$ cat src/rtl/trace_sequencer.sv
// Trace-record sequencer: buffers R/W trace records in a FIFO and presents them one
// at a time to a cache engine, with a bounded wait for retirement and saturating stats.
module trace_sequencer #(
    parameter int DEPTH   = 8,
    parameter int TIMEOUT = 15
) (
    input  logic                     clk,
    input  logic                     reset,
    input  logic                     in_valid,
    output logic                     in_ready,
    input  logic [7:0]               in_op,
    input  logic [47:0]              in_addr,
    output logic [47:0]              cache_addr,
    output logic [7:0]               cache_op,
    output logic                     issue,
    input  logic                     eng_done,
    output logic                     busy,
    output logic [$clog2(DEPTH):0]   fifo_level,
    output logic [11:0]              rd_count,
    output logic [11:0]              wr_count,
    output logic [11:0]              drop_count,
    output logic [11:0]              timeout_count
);

    localparam int            AW        = $clog2(DEPTH);
    localparam logic [AW:0]   LVL_FULL  = (AW+1)'(DEPTH);
    localparam logic [AW:0]   LVL_EMPTY = (AW+1)'(0);
    localparam logic [AW:0]   LVL_ONE   = (AW+1)'(1);
    localparam logic [AW-1:0] PTR_ZERO  = AW'(0);
    localparam logic [AW-1:0] PTR_ONE   = AW'(1);
    localparam logic [7:0]    OP_RD     = 8'h52;
    localparam logic [7:0]    OP_WR     = 8'h57;
    localparam logic [7:0]    TMO_LAST  = 8'(TIMEOUT - 1);
    localparam logic [11:0]   CNT_MAX   = 12'hFFF;

    typedef enum logic [1:0] {
        ST_IDLE  = 2'd0,
        ST_ISSUE = 2'd1,
        ST_WAIT  = 2'd2,
        ST_COOL  = 2'd3
    } state_t;

    function automatic logic [11:0] sat_inc(input logic [11:0] value);
        return (value == CNT_MAX) ? value : value + 12'd1;
    endfunction

    state_t         state_q;
    logic [AW:0]    level_q;
    logic [AW:0]    level_d;
    logic [AW-1:0]  wptr_q;
    logic [AW-1:0]  wptr_d;
    logic [AW-1:0]  rptr_q;
    logic [AW-1:0]  rptr_d;
    logic [55:0]    mem_q [DEPTH];
    logic [7:0]     timer_q;
    logic [47:0]    cache_addr_q;
    logic [7:0]     cache_op_q;
    logic           issue_q;
    logic           busy_q;
    logic [11:0]    rd_cnt_q;
    logic [11:0]    wr_cnt_q;
    logic [11:0]    tmo_cnt_q;
    logic [11:0]    drop_cnt_q;

    logic           accept_s;
    logic           op_ok_s;
    logic           push_s;
    logic           drop_s;
    logic           pop_s;
    logic [55:0]    head_s;

    assign in_ready = (level_q != LVL_FULL);
    assign accept_s = in_valid && in_ready;
    assign op_ok_s  = (in_op == OP_RD) || (in_op == OP_WR);
    assign push_s   = accept_s && op_ok_s;
    assign drop_s   = accept_s && !op_ok_s;
    assign pop_s    = (state_q == ST_IDLE) && (level_q != LVL_EMPTY);
    assign head_s   = mem_q[rptr_q];

    // FIFO pointer and occupancy next-state; pointers wrap naturally at DEPTH
    always_comb begin
        wptr_d  = wptr_q;
        rptr_d  = rptr_q;
        level_d = level_q;
        if (push_s) begin
            wptr_d = wptr_q + PTR_ONE;
        end else begin
            wptr_d = wptr_q;
        end
        if (pop_s) begin
            rptr_d = rptr_q + PTR_ONE;
        end else begin
            rptr_d = rptr_q;
        end
        case ({push_s, pop_s})
            2'b10:   level_d = level_q + LVL_ONE;
            2'b01:   level_d = level_q - LVL_ONE;
            default: level_d = level_q;
        endcase
    end

    // FIFO pointer and occupancy registers
    always_ff @(posedge clk or negedge reset) begin
        if (!reset) begin
            wptr_q  <= PTR_ZERO;
            rptr_q  <= PTR_ZERO;
            level_q <= LVL_EMPTY;
        end else begin
            wptr_q  <= wptr_d;
            rptr_q  <= rptr_d;
            level_q <= level_d;
        end
    end

    // Record storage; contents are only read behind a nonzero level, so no reset is needed
    always_ff @(posedge clk) begin
        if (push_s) begin
            mem_q[wptr_q] <= {in_op, in_addr};
        end
    end

    // Count records accepted with an unrecognised operation byte
    always_ff @(posedge clk or negedge reset) begin
        if (!reset) begin
            drop_cnt_q <= 12'd0;
        end else if (drop_s) begin
            drop_cnt_q <= sat_inc(drop_cnt_q);
        end
    end

    // Request FSM with registered request, pulse, busy and retirement statistics
    always_ff @(posedge clk or negedge reset) begin
        if (!reset) begin
            state_q      <= ST_IDLE;
            timer_q      <= 8'd0;
            cache_addr_q <= 48'h0;
            cache_op_q   <= 8'h00;
            issue_q      <= 1'b0;
            busy_q       <= 1'b0;
            rd_cnt_q     <= 12'd0;
            wr_cnt_q     <= 12'd0;
            tmo_cnt_q    <= 12'd0;
        end else begin
            case (state_q)
                ST_IDLE: begin
                    if (pop_s) begin
                        cache_op_q   <= head_s[55:48];
                        cache_addr_q <= head_s[47:0];
                        issue_q      <= 1'b1;
                        busy_q       <= 1'b1;
                        state_q      <= ST_ISSUE;
                        if (head_s[55:48] == OP_RD) begin
                            rd_cnt_q <= sat_inc(rd_cnt_q);
                        end else if (head_s[55:48] == OP_WR) begin
                            wr_cnt_q <= sat_inc(wr_cnt_q);
                        end
                    end
                end
                ST_ISSUE: begin
                    issue_q <= 1'b0;
                    timer_q <= 8'd0;
                    state_q <= ST_WAIT;
                end
                ST_WAIT: begin
                    // Retirement takes priority over a timeout landing on the same edge
                    if (eng_done) begin
                        state_q <= ST_COOL;
                    end else if (timer_q == TMO_LAST) begin
                        timer_q   <= timer_q + 8'd1;
                        tmo_cnt_q <= sat_inc(tmo_cnt_q);
                        state_q   <= ST_COOL;
                    end else begin
                        timer_q <= timer_q + 8'd1;
                    end
                end
                ST_COOL: begin
                    busy_q  <= 1'b0;
                    state_q <= ST_IDLE;
                end
                default: begin
                    issue_q <= 1'b0;
                    busy_q  <= 1'b0;
                    state_q <= ST_IDLE;
                end
            endcase
        end
    end

    assign cache_addr    = cache_addr_q;
    assign cache_op      = cache_op_q;
    assign issue         = issue_q;
    assign busy          = busy_q;
    assign fifo_level    = level_q;
    assign rd_count      = rd_cnt_q;
    assign wr_count      = wr_cnt_q;
    assign drop_count    = drop_cnt_q;
    assign timeout_count = tmo_cnt_q;

endmodule

$ cat config.mk
export PLATFORM = sky130hd
export DESIGN_NAME = trace_sequencer
export DESIGN_NICKNAME = d
export VERILOG_FILES = /design/src/rtl/trace_sequencer.sv
export SDC_FILE = /design/constraint.sdc
export NUM_CORES = 1
export LEC_CHECK = 0
export BUFFER_PORTS_ARGS = -buffer_cell sky130_fd_sc_hd__buf_2
export CORE_MARGIN = 4
export CORE_UTILIZATION = 54
export DETAILED_ROUTE_END_ITERATION = 7
export HOLD_SLACK_MARGIN = 0.12
export PLACE_DENSITY = 0.76
export SLEW_MARGIN = 20
export SYNTH_ARGS = -nofsm -noshare
export SYNTH_HDL_FRONTEND = slang
export SYNTH_SLANG_ARGS = --single-unit
$ cat constraint.sdc
create_clock -name clk -period 5.55 [get_ports clk]
set_input_delay 0.2775 -clock clk [delete_from_list [all_inputs] [get_ports clk]]
set_output_delay 0.2775 -clock clk [all_outputs]
set_load 0.01 [all_outputs]
-- Word level (Yosys, flattened, before mapping)
Memories as Yosys holds them, arrays and structs flattened.
Cells that the tools add are included.
- add/sub/neg operators: 9
- multipliers: 0
- divide/modulo/power cells: 0
- magnitude comparators: 0
- equality and inequality tests: 18
- shift operators: 0
- multiplexer cells: 12
- bitwise operators: 6
- reductions and logical operators: 21
- operator list (kind ; number):
    $add A12 B1 Y12 const B ; 4
    $eq A12 B12 Y1 const B ; 4
    $eq A8 B7 Y1 const B ; 4
    $pmux W8 S2 ; 1
    $reduce_and A2 Y1 ; 6
    $add A8 B1 Y8 const B ; 1
    $eq A8 B4 Y1 const B ; 1
    $mux W8 ; 1
    $pmux W2 S4 ; 1
    $pmux W4 S2 ; 1
    $reduce_and A4 Y1 ; 2
    $reduce_bool A2 Y1 ; 4
    $add A3 B1 Y3 const B ; 2
    $eq A2 B2 Y1 const B ; 3
    $mux W2 ; 3
    $not A1 Y1 ; 6
    $reduce_and A5 Y1 ; 1
    $add A4 B1 Y4 const B ; 1
    $eq A2 B1 Y1 const B ; 2
    $logic_and A1 B1 Y1 ; 4
    $ne A2 B2 Y1 const B ; 2
    $ne A4 B4 Y1 const B ; 1
    $pmux W1 S2 ; 2
    $reduce_bool A4 Y1 ; 1
    6 further kinds ; 8
- flip-flop bits (word level): 126
- bits in latches: 0
- bits in writable memories: 448
- bits in read-only memories: 0
- input bits: 60
- output and inout port bits: 111
- word-level logic and storage cells: 80
- memories: 1
- memory list (name ; words ; width ; read ports ; clocked after memory_dff ; wr ports ; line ; source):
    mem_q ; 8 ; 56 ; 1 ; 0 ; 1 ; 54 ; logic [55:0] mem_q [DEPTH];

-- Logic depth before layout (Yosys ltp)
Gate-level depths: netlist (run 1).
- depth in word-level cells: 5
- depth in mapped cells: 12
- mapped depth without buffers: 11

-- Least setup slack after synthesis (run 1)
OpenSTA, ideal clock, no wires.
- path type: reg-to-reg
- from: register level_q[0], in the netlist fifo_level[0]
- to: memory mem_q[6][0] (enable)
- setup time: 0.550 ns
- data arrival time: 5.358 ns
- required time: 5.000 ns
- path slack: -0.358 ns
- cell stages (with the launch flop): 6
- path buffers: 0
- clock period less this slack: 5.908 ns
- path through: dfrtp_1 -> or4b_1 -> nand2_1 -> nor2_1 -> nand2_1 -> nor3b_1
- longest elaborated chain between the ends: 5
- ends and longest elaborated chain (item ; line ; source):
    start: declaration ; 48 ; logic [AW:0] level_q;
    start signal: assignment ; 111 ; level_q <= level_d;
    $ne A4 B4 Y1 ; 72 ; assign in_ready = (level_q != LVL_FULL);
    via in_ready ; 10 ; output logic in_ready,
    $logic_and A1 B1 Y1 ; 73 ; assign accept_s = in_valid && in_ready;
    $logic_and A1 B1 Y1 ; 75 ; assign push_s = accept_s && op_ok_s;
    $mux W1 ; 117 ; if (push_s) begin
    $mux W1 (not written as such) ; 118 ; mem_q[wptr_q] <= {in_op, in_addr};
    end: declaration ; 54 ;
The timed path passes the listed nets, and every way through them passes these cells.

-- Worst setup path in the final report (run 1)
- from: register rptr_q[0]
- to: register wr_cnt_q[10], in the netlist wr_count[10]
- longest elaborated chain between the ends: 4
- elaborated cells between the ends (all ways): 5
- classes of those cells: 2 x eq/ne; 1 x bitwise; 1 x reduce/logical; 1 x memory
- ends and longest elaborated chain (item ; line ; source):
    start: declaration ; 52 ; logic [AW-1:0] rptr_q;
    start signal: assignment ; 110 ; rptr_q <= rptr_d;
    $mem_v2 Z8 W56 (*) ; n/a ;
    $eq A8 B7 Y1 ; 152 ; if (head_s[55:48] == OP_RD) begin
    $not A1 Y1 (no source line) ; n/a ;
    $reduce_and A5 Y1 (no source line) (*) ; n/a ;
    end signal: assignment ; 155 ; wr_cnt_q <= sat_inc(wr_cnt_q);
    end: declaration ; 61 ; logic [11:0] wr_cnt_q;
Mark *: on every way between the ends. The rest lies on a longest branch, timed or not.
A chain may end at the register's enable or synchronous reset.

==> impl_metrics.csv, run 1 <==
group,metric,value,unit
global_route,antenna_found_initial,3,
logic_synthesis,synth_warnings,0,
critical_path,path_max_fanout,43,
final_layout,nFillCells,2682,
critical_path,cpPeakStageDelay,970,ps
drt,drc,0,
timing,min_period,3265,ps
drt,ant_nets,0,
floorplanning,die_y,210.7,microns
power_and_ir_drop,p_leak,9.668,nW
critical_path,arrival,3780,ps
timing,final_max_slew_viol_count,0,
logic_synthesis,synth_top_flop_cell,"edfxtp_1",
floorplanning,io_pins,171,
timing,fmax,0.3063,GHz
cts,cts_buffer_depth,3,
timing,setup_violations,0,
drt,vias,11370,
cts,clk_latency,610,ps
logic_synthesis,synth-edff-count,448,
critical_path,cp-start-kind,"flip-flop",
logic_synthesis,postSynthAreaPerCell,19.15,sq um
cts,post_cts_buffers,0,
place,hpwl,24.99,mm
global_route,grt-ovfl-total,0,
logic_synthesis,ys_seq_area_share,74.87,%
critical_path,crit_path_top_delay_cell,"dfrtp_4",
floorplanning,core,40190,sq um
logic_synthesis,synth-async-reset-ratio,21.95,%
floorplanning,start_util,55.19,%
logic_synthesis,ys_types,54,
power_and_ir_drop,p_per_area,460.2,nW/um^2
power_and_ir_drop,vdd_drop_max,0.3405,mV
drt,wl,44.00,mm
critical_path,criticalPathCategory,"flip-flop to flip-flop",
global_route,grt_pass1_vias,11690,
final_layout,layout.nets,1493,
place,place_ws,2286,ps
timing,skew,25.28,ps
floorplanning,fp.dieW,210.7,microns
global_route,grt_max_degree,112,
logic_synthesis,synth_cells,1158,
floorplanning,row_count,73,
floorplanning,fp.dieArea,44380,sq um
cts,cts_tree,"yes",
global_route,grt_use_total,20.09,%
timing,layout_setup_ws,2285,ps
timing,hold_violations,0,
critical_path,crit_chain,"mux4_2, mux2i_1, and4bb_1, nand4_1, nor4_1, xnor2_1",
critical_path,cp-end-kind,"flip-flop",
place,io_buffers,170,
final_layout,area_delta_synth_final,17.98,%
timing,rsz0062_at_grt,"false",
final_layout,utilization,65.11,%
drt,drt_first_pass_iters,7,
timing,worstMarginPinSlew,945.1,ps
outcome,status,"complete, no violations",
timing,holdWs,303.2,ps
drt,wl_per_cell,22.07,microns
logic_synthesis,syn_area,22180,sq um
drt,drt_iter0_drc,992,
flow_run,cap_violations,0,
cts,htree_levels,2,
timing,max_slew_margin,36.65,%
cts,clockRootBuffer,"clkbuf_16",
logic_synthesis,synth_nets,1233,
final_layout,drive_gt1_share,28.08,%
cts,post_cts_resize_count,0,
cts,cts.clk_slew.worst_paths,60,ps
global_route,grt_pass1_wl,69.02,mm
critical_path,crit_required,6060,ps
cts,cts_buffers,57,
cts,clock-sinks,574,
logic_synthesis,yosys_register_bits,574,
drt,vias_per_cell,5.701,
place,gp_congestion,0.7699,
timing,finalCritPeriodShare,58.83,%
min_path,min_path_type,"primary input to async pin",
## synthesized netlist by cell type, types with 5 or more instances
cell type / n / area (sq um)
buf_2: 19 / 95.09
dfrtp_1: 126 / 3153
inv_1: 9 / 33.78
nor2_1: 26 / 97.59
mux4_2: 110 / 2477
xnor2_1: 25 / 219.0
ha_1: 15 / 187.7
nand2_1: 92 / 345.3
clkbuf_1: 17 / 63.81
nand4_1: 19 / 118.9
mux2_1: 6 / 67.56
buf_1: 8 / 30.03
edfxtp_1: 448 / 13450
nor3_1: 5 / 25.02
nand3_1: 15 / 75.07
o21ai_1: 54 / 270.3
and3_1: 8 / 50.05
o21ai_0: 8 / 40.04
nor3b_1: 6 / 45.04
nor3_2: 6 / 60.06
xor2_1: 29 / 254.0
mux2i_1: 57 / 570.6
## repair_timing
item | in CTS | in global routing
hold buffers | 58 | 0
hold endpoints to repair | 522 | 0
endpoints found under the setup margin | 0 | 0
## stage by stage
step                std cells  power (mW)  TNS (ps)  instance area, sq um
floorplan                1158       7.441    -79350                 22180
global placement         1825       8.244         0                 23670
detailed placement       1826       8.337         0                 23700
CTS                      1992       12.20         0                 26160
global route             1994       12.70         0                 26170
finish                   1994       12.04         0                 26170
## worst paths after layout
kind	depth (start not counted)	endpoint	slack, ps	start
worst max-delay path	6	wr_count[10]	2280	rptr_q[0]
worst min-delay path	2	drop_count[9]	300	reset
worst max register to register	6	wr_count[10]	2280	rptr_q[0]
worst min register to register	2	cache_addr[47]	480	cache_addr[47]
max in group asynchronous	3	cache_addr[9]	3960	reset
min in group clk	4	wptr_q[0]	320	in_valid
## kinds of logic after synthesis
kind of cell	Yosys count	synth area share [%]
flip-flops	574	74.87
AND/OR/NAND/NOR	203	4.648
multiplexers	179	14.41
AO/OA/AOI/OAI	75	1.845
buffers and inverters	58	1.247
XOR/XNOR	54	2.132
adder cells (fa/ha/maj)	15	0.8462
## sequential cells by signal, indices dropped and copies added, names as in the netlist, 2 cells and up
name and cells:
drop_count 12, timer_q 8, timeout_count 12, fifo_level 4
mem_q 448, wr_count 12, state_q 2, cache_op 8
rd_count 12, cache_addr 48, rptr_q 3, wptr_q 3
## cell type report
cell class                      instances  area, sq um  share of cell area, %
Multi-Input combinational cell        526         5350                  20.45
Antenna cell                            2        5.005                0.01913
Timing Repair Buffer                  249         1619                  6.187
Sequential cell                       574        16620                  63.50
Inverter                               10        37.54                 0.1434
Tap cell                              525        656.9                  2.510
Clock inverter                         28        287.8                  1.100
Clock buffer                           80         1594                  6.092
## power breakdown
part	switching (mW)	internal [mW]	total [mW]
clock	1.57	2.24	3.81
sequential	0.480	4.94	5.42
combinational	1.40	1.42	2.82
total	3.45	8.60	12.0
## critical path: cells and delay by family, from the launching register on
family	cells	cell delay (ps)
AND/OR/NAND/NOR	3	1250
multiplexers	2	790
flip-flops	1	970
XOR/XNOR	1	160
## layout by cell type, fill, tap and decap left out, types with 3 or more instances in the layout
cell and count:
a21oi_1 3, and3_1 8, buf_2 169, buf_4 19, bufinv_16 5, clkbuf_1 16
clkbuf_16 58, clkbuf_8 6, clkinv_1 12, clkinv_2 7, dfrtp_1 123, dfrtp_4 3
dlygate4sd3_1 58, edfxtp_1 448, ha_1 15, inv_1 9, mux2_1 6, mux2_2 4
mux2i_1 57, mux4_2 110, nand2_1 92, nand2b_1 3, nand3_1 15, nand4_1 19
nor2_1 24, nor2b_1 4, nor3_1 3, nor3_2 8, nor3b_2 5, nor4_1 4
o21ai_0 8, o21ai_1 54, xnor2_1 25, xor2_1 29
## layer usage
metal  global-route usage, %  wire (microns)
met1                   28.96           18700
met2                   32.77           21960
met3                   4.188            2652
met4                   3.935             673
met5                       0              13
No activity file was read; power rests on OpenSTA's default activity.
==> run 2, diff against run 1 <==
- clock period: 5.55 -> 2.6 ns (I/O delays scaled with it)
==> run 2 against run 1 <==
  * Setup slack worse by 2200 ps
  * Clock skew fell by 10 ps
  * Global-route usage is 0.54 points higher
  * Combinational power is 130% higher
  * Hold slack worse by 180 ps
  * Count of clock-buffer cells in the layout fell by 6
  * Flip-flop and latch count is the same
  * Sequential share of layout area decreased by 0.76 points
  * First-iteration DRC count is 2.9% higher
  * Register-to-register slack worse by 2200 ps
  * Largest cell class unchanged
==> impl_metrics.csv, run 2 (same netlist as run 1, synthesis figures left out) <==
group,metric,value,unit
outcome,status,"complete, no violations",
final_layout,layout_commonest_cell,"edfxtp_1",
critical_path,cp-end-kind,"flip-flop",
critical_path,reg2reg_depth,8,
timing,worstMarginPinSlew,769.2,ps
final_layout,utilization,65.91,%
timing,holdWs,120.3,ps
drt,vias_per_cell,5.717,
timing,setup_violations,0,
timing,fin_tns_setup,0,ps
floorplanning,fp.dieArea,44380,sq um
timing,fmax,0.4004,GHz
cts,cts.clk_slew.worst_paths,60,ps
place,dp.cells,1840,
final_layout,area_delta_synth_final,19.42,%
final_layout,mostFrequentLayoutCells,"448 x edfxtp_1, 169 x buf_2, 121 x dfrtp_1",
global_route,grt-ovfl-total,0,
critical_path,endpoint,"rd_count[1]",
drt,wl,44.98,mm
cts,clk_latency,600,ps
global_route,grt_use_total,20.63,%
drt,wl_per_cell,22.39,microns
critical_path,cp-start-kind,"flip-flop",
drt,drt_first_pass_iters,7,
timing,finalCritPeriodShare,96.07,%
critical_path,rrSetupSlack,100,ps
floorplanning,fp.dieW,210.7,microns
global_route,grt_pass1_wl,70.70,mm
timing,rsz0062_at_grt,"false",
critical_path,criticalPathCategory,"flip-flop to flip-flop",
cts,cts_tree,"yes",
critical_path,crit_required,3080,ps
critical_path,arrival,2980,ps
power_and_ir_drop,p_per_area,962.7,nW/um^2
floorplanning,core,40190,sq um
floorplanning,die_y,210.7,microns
power_and_ir_drop,p_leak,9.786,nW
drt,ant_nets,0,
floorplanning,io_pins,171,
cts,cts_buffer_depth,3,
timing,final_max_slew_viol_count,0,
final_layout,nFillCells,2709,
timing,hold_violations,0,
final_layout,final_cells,2009,
critical_path,reg2reg_from,"rptr_q[0]",
global_route,grt_pass1_vias,11900,
drt,drc,0,
timing,skew,15.13,ps
timing,max_slew_margin,48.72,%
cts,clockRootBuffer,"clkbuf_16",
timing,min_period,2498,ps
drt,vias,11490,
final_layout,largest_reg_flops,448,
final_layout,antenna_cells,0,
cts,htree_levels,2,
drt,drt_iter0_drc,1021,
global_route,antenna_found_initial,2,
min_path,min_path_type,"primary input to async pin",
cts,cts_buffers,56,
final_layout,drive_gt1_share,29.92,%
power_and_ir_drop,vdd_drop_max,0.8451,mV
flow_run,cap_violations,0,
place,hpwl,24.94,mm
cts,clock-sinks,574,
critical_path,path_max_fanout,8,
critical_path,worstSetupStartpoint,"rptr_q[0]",
place,gp_congestion,0.7814,
final_layout,layout.nets,1514,
critical_path,r2r-end,"rd_count[1]",
place,io_buffers,170,
floorplanning,start_util,55.19,%
floorplanning,row_count,73,
final_layout,top_register,"mem_q",
global_route,grt_max_degree,113,
run 2: cell count changes in the layout (fill, tap and decap cells not counted), moves of 4 or more:
cell,delta
nor3b_2,-4
buf_12,+15
buf_4,+7
clkinv_1,-4
clkinv_2,+5
nor3b_4,+4
run 2: worst min-delay path by stage:
stage               startpoint         end  slack (ps)  depth (start not counted)
floorplan                reset        busy        -170                          0
global placement         reset  timer_q[7]         150                          1
detailed placement       reset  timer_q[6]         150                          1
CTS                      reset  timer_q[7]         130                          3
global route             reset  timer_q[6]         150                          3
finish                   reset  timer_q[6]         120                          3
run 2: critical path: stages, from the launching register on:
cell	delay (ps)
dfrtp_4	440
buf_4	200
mux4_2	520
mux2i_1	220
and4bb_1	230
buf_4	140
nand4_4	120
buf_4	180
mux2_1	320
run 2: through the flow:
step           cell area [sq um]  total power, mW  worst slack (ps)
3_5_place_dp               24020            17.92             7.270
6_report                   26490            25.50             102.2
3_3_place_gp               24020            17.79             88.17
5_1_grt                    26490            26.86            0.5724
2_1_floorplan              22290            15.91            -494.1
4_1_cts                    26420            25.75             8.117
run 2: per-layer routing:
metal	track usage, %	share of wire (%)	up-vias	routed length [microns]
met5	0	0.058	-	26
met4	5.164	1.7	4	762
met3	4.084	6.0	61	2710
met2	33.39	50	319	22330
met1	29.60	43	5970	19150
li1	-	-	5132	-
run 2: repair_timing:
action                                 4_1_cts  5_1_grt
hold buffers                                60        0
endpoints found under the hold margin      586        0
gates resized for setup                      0        3
setup buffers                                0        6
setup endpoints to repair                    0       20
run 2: power by group:
part	total (mW)	switching, mW	internal [mW]	leakage [nW]
Sequential	11.2	0.667	10.6	5.65
Combinational	6.56	3.38	3.18	3.27
Clock	7.72	3.34	4.37	0.862
run 2: area by class of cell:
type                            instances  area [sq um]  share of cell area, %
Inverter                               10         37.54                 0.1417
Tap cell                              525         656.9                  2.480
Multi-Input combinational cell        526          5428                  20.49
Clock inverter                         29         232.7                 0.8786
Clock buffer                           74          1541                  5.820
Timing Repair Buffer                  271          1971                  7.440
Sequential cell                       574         16620                  62.75
==> run 3, diff against run 2 <==
- CORE_UTILIZATION: 54 -> 64
- PLACE_DENSITY: 0.76 -> 0.84
- clock period: 2.6 -> 2.95 ns (I/O delays scaled with it)
==> run 3 against run 2 <==
  * Global-route usage up 6.5 points
  * Sequential share of layout area rose by 0.47 points
  * Register-to-register slack improved by 170 ps
  * Clock power shrank 7.9%
  * Count of clock-buffer cells in the layout decreased by 8
  * Via count increased by 4.5%
  * Utilization increased by 12 points
  * Non-clock buffer count shrank 13
  * Routed wire length is 12% higher
  * Combinational power decreased by 12%
  * Die area decreased by 15%
  * Setup slack better by 170 ps
==> impl_metrics.csv, run 3 (same netlist as run 1, synthesis figures left out) <==
group,metric,value,unit
global_route,grt_pass1_wl,78.16,mm
floorplanning,fp.dieArea,37700,sq um
power_and_ir_drop,p_per_area,874.1,nW/um^2
place,dp.cells,1757,
timing,rsz0062_at_grt,"false",
critical_path,path_max_fanout,23,
power_and_ir_drop,vdd_drop_max,0.7542,mV
drt,drt_iter0_drc,1190,
critical_path,cp-end-kind,"flip-flop",
cts,clk_latency,610,ps
timing,final_max_slew_viol_count,0,
flow_run,cap_violations,0,
power_and_ir_drop,p_leak,9.741,nW
floorplanning,row_count,67,
final_layout,top_register,"mem_q",
drt,vias,12000,
final_layout,largest_reg_flops,448,
critical_path,arrival,3180,ps
timing,skew,27.48,ps
final_layout,layout.nets,1500,
critical_path,criticalPathCategory,"flip-flop to flip-flop",
timing,setup_violations,0,
cts,cts.clk_slew.worst_paths,60,ps
critical_path,cp-start-kind,"flip-flop",
final_layout,layout_commonest_cell,"edfxtp_1",
floorplanning,core,33870,sq um
place,hpwl,26.33,mm
cts,post_cts_buffers,0,
place,place_area,23850,sq um
cts,post_cts_resize_count,0,
final_layout,final_cells,1924,
place,gp_congestion,0.7708,
final_layout,ff_latch_area,16620,sq um
global_route,grt-ovfl-total,0,
place,place_ws,316.1,ps
cts,cts_hold_buf,59,
timing,max_slew_margin,46.64,%
cts,clockRootBuffer,"clkbuf_16",
min_path,min_path_type,"primary input to async pin",
drt,vias_per_cell,6.236,
power_and_ir_drop,finalPower,22.98,mW
drt,drt_first_pass_iters,5,
final_layout,multi_input_area,5419,sq um
floorplanning,fp.dieW,194.2,microns
timing,worstMarginPinSlew,800.4,ps
global_route,grt_pass1_vias,12740,
final_layout,area_delta_synth_final,18.53,%
final_layout,finalInstanceArea,26290,sq um
floorplanning,die_y,194.2,microns
cts,cts_buffers,55,
floorplanning,start_util,65.49,%
drt,drc,0,
timing,fin_tns_setup,0,ps
final_layout,drive_gt1_share,29.71,%
cts,clock-sinks,574,
final_layout,mostFrequentLayoutCells,"448 x edfxtp_1, 169 x buf_2, 121 x dfrtp_1",
cts,htree_levels,2,
critical_path,crit_required,3450,ps
timing,layout_setup_ws,270.8,ps
timing,hold_violations,0,
timing,finalCritPeriodShare,90.82,%
final_layout,nFillCells,1760,
cts,cts_tree,"yes",
drt,ant_nets,0,
place,io_buffers,170,
outcome,status,"complete, no violations",
floorplanning,io_pins,171,
drt,wl_per_cell,26.18,microns
global_route,antenna_found_initial,4,
drt,wl,50.37,mm
global_route,grt_use_total,27.13,%
cts,cts_buffer_depth,3,
global_route,grt_max_degree,81,
timing,fmax,0.3732,GHz
timing,min_period,2679,ps
==> run 3: where the power goes <==
| part | internal [mW] | total, mW | switching [mW] |
|---|---|---|---|
| sequential | 9.30 | 10.1 | 0.774 |
| combinational | 2.71 | 5.79 | 3.08 |
| clock | 4.10 | 7.11 | 3.02 |
| total | 16.1 | 23.0 | 6.87 |
==> run 3: path summary, 6_finish.rpt <==
kind,slack (ps),from,cells after the start,end
min in group clk,360,in_addr[25],2,mem_q[4][25]
worst min-delay path,190,reset,2,timeout_count[8]
max in group asynchronous,1990,reset,3,cache_addr[13]
worst max register to register,270,rptr_q[0],6,rd_count[9]
worst min register to register,480,cache_addr[8],2,cache_addr[8]
worst max-delay path,270,rptr_q[0],6,rd_count[9]
==> run 3: metrics by stage <==
step	utilization (%)	hold slack, ps
global route	77.62	246.6
finish	77.63	186.2
CTS	77.59	195.7
detailed placement	70.42	251.8
global placement	70.42	247.9
floorplan	-	-148.1
==> run 3: layer usage <==
metal,track usage [%],wire length (microns)
met1,36.73,18970
met2,46.40,26680
met3,4.275,3336
met4,8.568,1379
met5,0,0
==> run 3: critical path, stage by stage, from the launching register on <==
cell,delay (ps)
dfrtp_4,710
mux4_2,570
mux2i_1,190
and4bb_1,290
nand4_4,240
nor4_1,400
xor2_1,190
==> run 3: final cells by class <==
type                            instances  share of cell area [%]
Multi-Input combinational cell        526                   20.61
Sequential cell                       574                   63.22
Clock buffer                           66                   5.587
Inverter                               10                  0.1428
Tap cell                              448                   2.132
Antenna cell                            5                 0.04759
Clock inverter                         37                   1.404
Timing Repair Buffer                  258                   6.858
